[config.mk]
export PLATFORM = sky130hd
export DESIGN_NAME = csr_unit
export DESIGN_NICKNAME = d
export VERILOG_FILES = /design/src/rtl/csr_pkg.sv /design/src/rtl/csr_counter64.sv /design/src/rtl/csr_unit.sv
export SDC_FILE = /design/constraint.sdc
export NUM_CORES = 1
export LEC_CHECK = 0
export BUFFER_PORTS_ARGS = -buffer_cell sky130_fd_sc_hd__buf_2
export CORE_UTILIZATION = 25
export CTS_CLUSTER_SIZE = 40
export DETAILED_ROUTE_END_ITERATION = 10
export SYNTH_ARGS = -nofsm -noshare
export SYNTH_HDL_FRONTEND = slang
export SYNTH_SLANG_ARGS = --single-unit
[constraint.sdc]
create_clock -name clk -period 2.3 [get_ports clk]
set_input_delay 0.23 -clock clk [delete_from_list [all_inputs] [get_ports clk]]
set_output_delay 0.23 -clock clk [all_outputs]
set_load 0.05 [all_outputs]
[src/rtl/csr_pkg.sv]
// Shared CSR address map, csr_op encoding and address decode for csr_unit.
package csr_pkg;

    localparam logic [11:0] CSR_TOHOST   = 12'h51E;
    localparam logic [11:0] CSR_CYCLE    = 12'hC00;
    localparam logic [11:0] CSR_CYCLEH   = 12'hC80;
    localparam logic [11:0] CSR_INSTRET  = 12'hC02;
    localparam logic [11:0] CSR_INSTRETH = 12'hC82;

    localparam logic [1:0] CSR_OP_NONE = 2'b00;
    localparam logic [1:0] CSR_OP_RW   = 2'b01;
    localparam logic [1:0] CSR_OP_RS   = 2'b10;
    localparam logic [1:0] CSR_OP_RC   = 2'b11;

    typedef enum logic [2:0] {
        SEL_NONE,
        SEL_TOHOST,
        SEL_CYCLE,
        SEL_CYCLEH,
        SEL_INSTRET,
        SEL_INSTRETH
    } csr_sel_e;

    function automatic csr_sel_e csr_decode(input logic [11:0] addr);
        case (addr)
            CSR_TOHOST:   return SEL_TOHOST;
            CSR_CYCLE:    return SEL_CYCLE;
            CSR_CYCLEH:   return SEL_CYCLEH;
            CSR_INSTRET:  return SEL_INSTRET;
            CSR_INSTRETH: return SEL_INSTRETH;
            default:      return SEL_NONE;
        endcase
    endfunction

endpackage

[src/rtl/csr_counter64.sv]
// 64-bit free-running counter with increment enable; the full-width add keeps
// the carry into the upper word inside a single edge.
module csr_counter64 (
    input  logic        clk,
    input  logic        rst,
    input  logic        i_inc_en,
    output logic [63:0] o_count
);

    logic [63:0] r_count;

    // NOTE: sequential state uses non-blocking (<=) so every flop samples pre-edge values.
    always_ff @(posedge clk or posedge rst) begin
        if (rst) begin
            r_count <= '0;
        end else if (i_inc_en) begin
            r_count <= r_count + 64'd1;
        end
    end

    assign o_count = r_count;

endmodule

[src/rtl/csr_unit.sv]
// Machine-level CSR block: tohost read/write, cycle/instret counters, sticky done.
// Counter flops exist only when CSR_COUNTERS_EN is defined; otherwise counters read 0.
module csr_unit
    import csr_pkg::*;
#(
    parameter logic [31:0] RESET_TOHOST = 32'h0
) (
    input  logic        clk,
    input  logic        rst,
    input  logic        csr_en,
    input  logic [1:0]  csr_op,
    input  logic [11:0] csr_addr,
    input  logic [31:0] csr_wdata,
    input  logic        csr_wmask_en,
    input  logic        retire,
    input  logic        stall,
    output logic [31:0] csr_rdata,
    output logic        illegal,
    output logic [31:0] tohost,
    output logic        done
);

    csr_sel_e    w_sel;
    logic        w_is_counter;
    logic        w_write_req;
    logic        w_tohost_we;
    logic [31:0] w_old;
    logic [31:0] w_new;
    logic [63:0] w_cycle;
    logic [63:0] w_instret;
    logic [31:0] r_tohost;
    logic        r_done;

`ifdef CSR_COUNTERS_EN
    csr_counter64 u_cycle (
        .clk      (clk),
        .rst      (rst),
        .i_inc_en (1'b1),
        .o_count  (w_cycle)
    );

    csr_counter64 u_instret (
        .clk      (clk),
        .rst      (rst),
        .i_inc_en (retire && !stall),
        .o_count  (w_instret)
    );
`else
    logic w_unused_retire;
    assign w_unused_retire = retire;
    assign w_cycle         = '0;
    assign w_instret       = '0;
`endif

    assign w_sel        = csr_decode(csr_addr);
    assign w_is_counter = (w_sel != SEL_NONE) && (w_sel != SEL_TOHOST);
    assign w_write_req  = (csr_op == CSR_OP_RW) ||
                          (((csr_op == CSR_OP_RS) || (csr_op == CSR_OP_RC)) && csr_wmask_en);

    // NOTE: every always_comb output gets a default first so no latch is inferred.
    always_comb begin
        w_old = '0;
        case (w_sel)
            SEL_TOHOST:   w_old = r_tohost;
            SEL_CYCLE:    w_old = w_cycle[31:0];
            SEL_CYCLEH:   w_old = w_cycle[63:32];
            SEL_INSTRET:  w_old = w_instret[31:0];
            SEL_INSTRETH: w_old = w_instret[63:32];
            default:      w_old = '0;
        endcase
    end

    always_comb begin
        w_new = r_tohost;
        case (csr_op)
            CSR_OP_RW: w_new = csr_wdata;
            CSR_OP_RS: w_new = r_tohost | csr_wdata;
            CSR_OP_RC: w_new = r_tohost & ~csr_wdata;
            default:   w_new = r_tohost;
        endcase
    end

    // Fault reporting ignores stall; the pipeline discards it while frozen.
    assign csr_rdata   = csr_en ? w_old : '0;
    assign illegal     = csr_en && ((w_sel == SEL_NONE) || (w_is_counter && w_write_req));
    assign w_tohost_we = csr_en && !stall && (w_sel == SEL_TOHOST) && w_write_req;

    always_ff @(posedge clk or posedge rst) begin
        if (rst) begin
            r_tohost <= RESET_TOHOST;
            r_done   <= 1'b0;
        end else if (w_tohost_we) begin
            r_tohost <= w_new;
            r_done   <= r_done || (w_new != 32'd0);
        end
    end

    assign tohost = r_tohost;
    assign done   = r_done;

endmodule

-- Word-level counts from Yosys, hierarchy flattened
Index checks and enable logic that the tools add are counted.
- register bits: 33
- logic and storage cells: 34
- bits of input ports: 52
- equal/unequal tests: 10
- mux-type cells: 4
- bitwise operators: 3
- reduce and logical (&&, ||, !) cells: 15
- operator list (cell ; number):
    32-bit one-hot mux with 3 select lines ; 1
    32-bit two-way mux ; 2
    12-bit == test (second input constant) ; 4
    32-bit bitwise AND ; 1
    32-bit NOT ; 1
    32-bit OR ; 1
    32-bit nonzero test ; 1
    3-bit one-hot mux with 5 select lines ; 1
    12-bit by 11-bit == test with 1-bit output (second input constant) ; 1
    1-bit logical AND ; 7
    2-bit == test (second input constant) ; 2
    1-bit logical OR ; 4
    3-bit by 1-bit == test with 1-bit output (second input constant) ; 1
    3-bit logical NOT ; 1
    3-bit by 1-bit inequality test with 1-bit output (second input constant) ; 1
    3-bit nonzero test ; 1
    2-bit by 1-bit == test with 1-bit output (second input constant) ; 1
    1-bit logical NOT ; 1

-- Longest topological paths before layout
Gate-level depths: netlist of the first run.
- depth after elaboration: 7
- mapped depth: 8

-- Least setup slack after synthesis of the first run
OpenSTA, ideal clock, no wires.
- path kind: input to output
- start: input port csr_op[0]
- end: output port illegal
- cell stages on the path: 6
- buffers on the path: 2
- arrival: 2.139 ns
- slack: -0.069 ns
- required time: 2.070 ns
- cells stage by stage: buf_4 and2b_1 buf_2 a21oi_1 a31o_2 a21boi_0
- longest elaborated chain between the ends: 7
- elaborated cells on any way between the ends: 9
- those cells by class: 3 x eq/ne; 6 x reduce/logical
- ends and longest elaborated chain (element ; RTL line ; text):
    start, declared ; csr_unit.sv:11 ; input logic [1:0] csr_op,
    2-bit == test ; csr_unit.sv:58 ; (((csr_op == CSR_OP_RS) || (csr_op == CSR_OP_RC)) && csr_wmask_en);
    1-bit logical OR ; csr_unit.sv:58 ;
    1-bit logical AND ; csr_unit.sv:58 ;
    1-bit logical OR * ; csr_unit.sv:57 ; assign w_write_req = (csr_op == CSR_OP_RW) ||
    1-bit logical AND * ; csr_unit.sv:85 ; assign illegal = csr_en && ((w_sel == SEL_NONE) || (w_is_counter && w_write_req));
    1-bit logical OR * ; csr_unit.sv:85 ;
    1-bit logical AND * ; csr_unit.sv:85 ;
    end, declared ; csr_unit.sv:18 ; output logic illegal,
Every way passes the cells marked *; elsewhere a longest branch is shown, timed or not.

-- Final worst setup path of the first run
- start: input port csr_addr[7]
- end: output port csr_rdata[20]
- longest elaborated chain between the ends: 5
- elaborated cells on any way between the ends: 9
- those cells by class: 6 x eq/ne; 3 x mux
- ends and longest elaborated chain (element ; RTL line ; text):
    start, declared ; csr_unit.sv:12 ; input logic [11:0] csr_addr,
    12-bit == test / 12-bit by 11-bit == test with 1-bit output (equally long branches) ; csr_pkg.sv:25 ; case (addr)
    3-bit one-hot mux with 5 select lines * ; csr_pkg.sv:25 ;
    3-bit by 1-bit == test with 1-bit output * ; csr_unit.sv:63 ; case (w_sel)
    32-bit two-way mux * ; csr_unit.sv:63 ;
    32-bit two-way mux * ; csr_unit.sv:84 ; assign csr_rdata = csr_en ? w_old : '0;
    end, declared ; csr_unit.sv:17 ; output logic [31:0] csr_rdata,
Marked as above.

==> impl_metrics.json, run 1 <==
{
  "outcome": "complete, no violations",
  "power.internal_uw": 1160,
  "crit_chain": "buf_2, nor4bb_1, and4_1, and3_4, buf_4, and2_1, buf_2",
  "track_usage": 0.143,
  "hold_buffers": 0,
  "relSlewSlack": 0.679,
  "synth.ff_latch_count": 33,
  "place_inst": 574,
  "synthFlopType": "dfrtp_1",
  "fin_crit_ns": 2.03,
  "final_common_cell": "buf_2",
  "p_sw_uw": 432,
  "cts_tree": "yes",
  "h-tree-depth": 2,
  "clk_latency_ns": 0.28,
  "viasPerCell": 4.88,
  "tns_ns": 0,
  "clock-sinks": 33,
  "tightest_slew_ns": 0.482,
  "final_area_sq_mm": 0.00373,
  "fin_nets": 493,
  "drive_above_1_share": 0.441,
  "clockBufferDepth": 2,
  "worst_ep_required_time_ns": 2.07,
  "clkTransAtPathRegs_ns": 0.06,
  "endpoint_kind": "output port",
  "cp-start-kind": "primary input",
  "slowest_stage": "and3_4",
  "grt_pass1_wl_mm": 13.1,
  "port_buffers": 116,
  "switching_share": 0.271,
  "crit_type": "in2out",
  "diodes": 0,
  "stdcell_count": 582,
  "antenna_found_initial": 0,
  "placed_cell_area_sq_mm": 0.00357,
  "wire_per_inst_um": 14.1,
  "layout.area.seq_sq_um": 826,
  "synth_cell_types": 32,
  "cts_root_buf": "clkbuf_16",
  "final_cell_mix": "buf_2, a21oi_2, and2_1, dfrtp_1, xnor2_1",
  "dpl.hpwl_mm": 5.91,
  "pwr-share-seq": 0.365,
  "async_flop_share": 1.00,
  "dr.pass1.iters": 4,
  "core_sq_mm": 0.0109,
  "cts-buffers-inserted": 5,
  "grt_overflow": 0,
  "ant_nets": 0,
  "route.detailed.drc": 0,
  "finalMaxSlewViolations": 0,
  "path_common_cell": "buf_2",
  "fin_crit_sh": 0.881,
  "drv_cap": 0,
  "post-cts-setup-buffers": 0,
  "ctsResizeCount": 0,
  "power_frac_clock": 0.450,
  "hold_class": "in2async",
  "synth.cell_area_sq_mm": 0.00284,
  "start_util": 0.260,
  "clock.fmax_mhz": 494,
  "routabilityCongestion": 0.766,
  "multi_input_area_sq_mm": 0.00182,
  "dieArea_sq_mm": 0.0118,
  "grt_max_degree": 34,
  "critical-path-max-stage-delay_ns": 0.32,
  "crit_arrival_ns": 1.80,
  "netlist_top_cells_area": "dfrtp_1, a21oi_2, xnor2_1",
  "drt_iter0_markers": 79,
  "syn-num-nets": 381,
  "fill_cells": 1168,
  "area_growth_pct": 31.1,
  "rows": 38,
  "synth_top_area_frac": 0.290,
  "powerDensity_mw_per_mm2": 428,
  "finClkSkew_ns": 0.00262,
  "die_h_um": 109,
  "synth.yosys.seq_area_share": 0.290,
  "synth_top_cell_by_area": "dfrtp_1",
  "p_leak_uw": 0.00167,
  "peakVddDrop_mv": 0.358,
  "finalHoldViolCount": 0,
  "yosysWarnings": 0,
  "synth-edff-count": 0,
  "setup_violations": 0,
  "synth.avg_cell_area_sq_um": 8.64,
  "num_io_pins": 118,
  "vias": 2842,
  "pwr-share-comb": 0.185,
  "grt_setup_unrepaired": "no",
  "grt_pass1_vias": 2619,
  "crit_fanout": 19,
  "synth_cells": 329,
  "die_x_um": 109,
  "drt-total-wl_mm": 8.22
}
-- worst max-delay path, delay by kind of cell --
kind                   cells  cell delay [ns]
and+or+nand+nor            4             1.00
buffers and inverters      3             0.57
-- final timing paths --
| path | from | to | slack [ns] | depth (start not counted) |
|---|---|---|---|---|
| min in group clk | csr_wdata[13] | tohost[13] | 0.28 | 3 |
| setup / recovery | csr_addr[7] | csr_rdata[20] | 0.27 | 7 |
| hold reg to reg | done | done | 0.45 | 1 |
| max in group asynchronous | rst | tohost[26] | 1.92 | 3 |
| setup reg to reg | tohost[12] | done | 0.41 | 6 |
| hold / removal | rst | tohost[30] | 0.06 | 3 |
-- area by class of cell --
cell class | instances | area share
well taps | 140 | 0.0470
multi-input cells | 258 | 0.488
flip-flops and latches | 33 | 0.222
inverters | 19 | 0.0191
repair buffers | 124 | 0.182
clock inverters | 1 | 0.00134
clock buffers | 7 | 0.0410
-- flip-flops by register name, indices dropped and copies added, names as in the netlist --
signal	flops
done	1
tohost	32
-- synthesized netlist by cell type, types with 3 or more instances --
master / number
a21oi_1: 23
o21a_1: 9
o22ai_1: 18
o21ai_0: 7
dfrtp_1: 33
nor4_1: 16
xnor2_1: 32
buf_2: 6
nand2b_1: 7
nor3_1: 9
a21oi_2: 58
and2_1: 33
a211oi_1: 7
nor2_1: 16
inv_1: 19
nor2b_1: 7
nand4_1: 4
clkbuf_1: 5
buf_4: 3
buf_6: 5
-- kinds of logic after synthesis --
group | count (synthesis) | synth area share
AO/OA/AOI/OAI | 125 | 0.322
XOR/XNOR | 32 | 0.0986
buffers and inverters | 38 | 0.0700
flip-flops | 33 | 0.290
AND/OR/NAND/NOR | 101 | 0.219
-- power groups by stage --
stage | Sequential, uW | Combinational, uW | Clock, uW
6_report | 582 | 296 | 718
5_1_grt | 582 | 327 | 763
4_1_cts | 582 | 298 | 741
3_5_place_dp | 593 | 297 | 0
3_3_place_gp | 593 | 288 | 0
2_1_floorplan | 595 | 176 | 0
-- per-stage QoR --
stage / hold WS (ns) / setup slack (ns) / utilization / power [uW]
after floorplan: 0.359 / 0.302 / - / 771
after global placement: 0.383 / 0.218 / 0.326 / 881
after detailed placement: 0.382 / 0.187 / 0.326 / 890
after CTS: 0.0803 / 0.216 / 0.341 / 1620
after global routing: 0.112 / 0.124 / 0.341 / 1670
final: 0.0624 / 0.275 / 0.341 / 1600
-- per-layer routing --
metal | vias up | track usage | share of wire
met5 | - | 0 | 0
met3 | 9 | 0.0323 | 0.057
met2 | 81 | 0.252 | 0.50
li1 | 1396 | - | -
met1 | 1356 | 0.176 | 0.43
met4 | 0 | 0.0347 | 0.012
(Power assumes the default switching activity.)
==> inputs of run 2 (changes only) <==
- clock period: 2.3 -> 1.96 ns (I/O delays scaled with it)
==> impl_metrics.json, run 2 (same netlist as run 1, synthesis figures left out) <==
{
  "start_util": 0.260,
  "crit_arrival_ns": 2.02,
  "critical-path-max-stage-delay_ns": 0.50,
  "clock-sinks": 33,
  "grt_max_degree": 34,
  "p_leak_uw": 0.00174,
  "worst_ep_required_time_ns": 2.13,
  "antenna_found_initial": 0,
  "peakVddDrop_mv": 0.270,
  "largest_reg_flops": 32,
  "grt_overflow": 0,
  "port_buffers": 116,
  "dr.pass1.iters": 5,
  "viasPerCell": 4.83,
  "crit_fanout": 6,
  "cp_num_buf_inv": 0,
  "die_x_um": 109,
  "drv_cap": 0,
  "drt-total-wl_mm": 8.52,
  "hold_class": "in2async",
  "setup_violations": 0,
  "vias": 2853,
  "endpoint_kind": "flop",
  "cp_top_family": "simple AND/OR/NAND/NOR gates",
  "fin_nets": 502,
  "fin_crit_ns": 1.85,
  "relSlewSlack": 0.698,
  "rows": 38,
  "ant_nets": 0,
  "final_common_cell": "buf_2",
  "clkTransAtPathRegs_ns": 0.06,
  "final_cell_mix": "buf_2, a21oi_2, and2_1",
  "cp-start-kind": "flop",
  "fin_crit_sh": 0.945,
  "h-tree-depth": 2,
  "crit_type": "reg2reg",
  "area_growth_pct": 36.4,
  "clk_latency_ns": 0.28,
  "finalMaxSlewViolations": 0,
  "outcome": "complete, no violations",
  "route.detailed.drc": 0,
  "die_h_um": 109,
  "wire_per_inst_um": 14.4,
  "powerDensity_mw_per_mm2": 509,
  "clockBufferDepth": 2,
  "slowest_stage": "or4_1",
  "track_usage": 0.146,
  "finClkSkew_ns": 0.00382,
  "whs_ns": 0.0112,
  "diodes": 0,
  "place_inst": 583,
  "dpl.hpwl_mm": 6.13,
  "dieArea_sq_mm": 0.0118,
  "finalHoldViolCount": 0,
  "core_sq_mm": 0.0109,
  "drt_iter0_markers": 87,
  "finalPower_uw": 1970,
  "routabilityCongestion": 0.790,
  "clock.fmax_mhz": 540,
  "cts-buffers-inserted": 5,
  "num_io_pins": 118,
  "drive_above_1_share": 0.468,
  "cts_root_buf": "clkbuf_16",
  "grt_pass1_vias": 2672,
  "grt_pass1_wl_mm": 13.2,
  "crit_chain": "nor4_2, a211oi_1, o21ai_0, nand4_1, or4_1, a21o_1",
  "cts_tree": "yes",
  "tightest_slew_ns": 0.453,
  "stdcell_count": 591
}
run 2: report_power, final:
part / switching, uW / internal [uW] / leakage [uW]
clock network: 299 / 635 / 0.0000841
logic: 203 / 151 / 0.00119
registers: 1.11 / 682 / 0.000460
run 2: worst reg2reg max path, stage by stage (launching register included):
cell	delay [ns]
dfrtp_1	0.44
nor4_2	0.27
a211oi_1	0.07
o21ai_0	0.11
nand4_1	0.17
or4_1	0.50
a21o_1	0.19
run 2: path summary, 6_finish.rpt:
| check | from | endpoint | slack, ns | cells after the start |
|---|---|---|---|---|
| hold / removal | rst | tohost[12] | 0.01 | 3 |
| setup reg to reg | tohost[12] | done | 0.11 | 6 |
| setup / recovery | tohost[12] | done | 0.11 | 6 |
| hold reg to reg | done | done | 0.49 | 1 |
| max in group asynchronous | rst | tohost[0] | 1.60 | 3 |
| min in group clk | csr_wdata[17] | tohost[17] | 0.24 | 3 |
run 2: repair_timing:
item	in CTS	in global routing
endpoints found under the setup margin	0	2
hold buffers	0	0
hold endpoints to repair	0	0
gates resized for setup	0	8
setup buffers	0	0
run 2: routing by layer:
metal | up-vias | share of wire | global-route usage
met5 | - | 0 | 0
li1 | 1419 | - | -
met1 | 1339 | 0.46 | 0.187
met4 | 0 | 0.011 | 0.0396
met2 | 81 | 0.49 | 0.247
met3 | 14 | 0.043 | 0.0305
run 2: stage by stage:
stage | cell area, sq um | worst slack [ns] | TNS (ns) | util
global placement | 3660 | -0.0818 | -0.0818 | 0.335
CTS | 3830 | 0.0246 | 0 | 0.351
finish | 3880 | 0.109 | 0 | 0.354
detailed placement | 3660 | -0.118 | -0.118 | 0.335
global route | 3880 | -0.0207 | -0.0207 | 0.354
floorplan | 2840 | 0.0295 | 0 | -
run 2: layout make-up:
type,instances,area [sq um]
fillers,1147,7060
multi-input cells,258,1860
flip-flops and latches,33,827
repair buffers,133,771
well taps,140,175
clock buffers,7,143
inverters,19,71.3
clock inverters,1,30.0
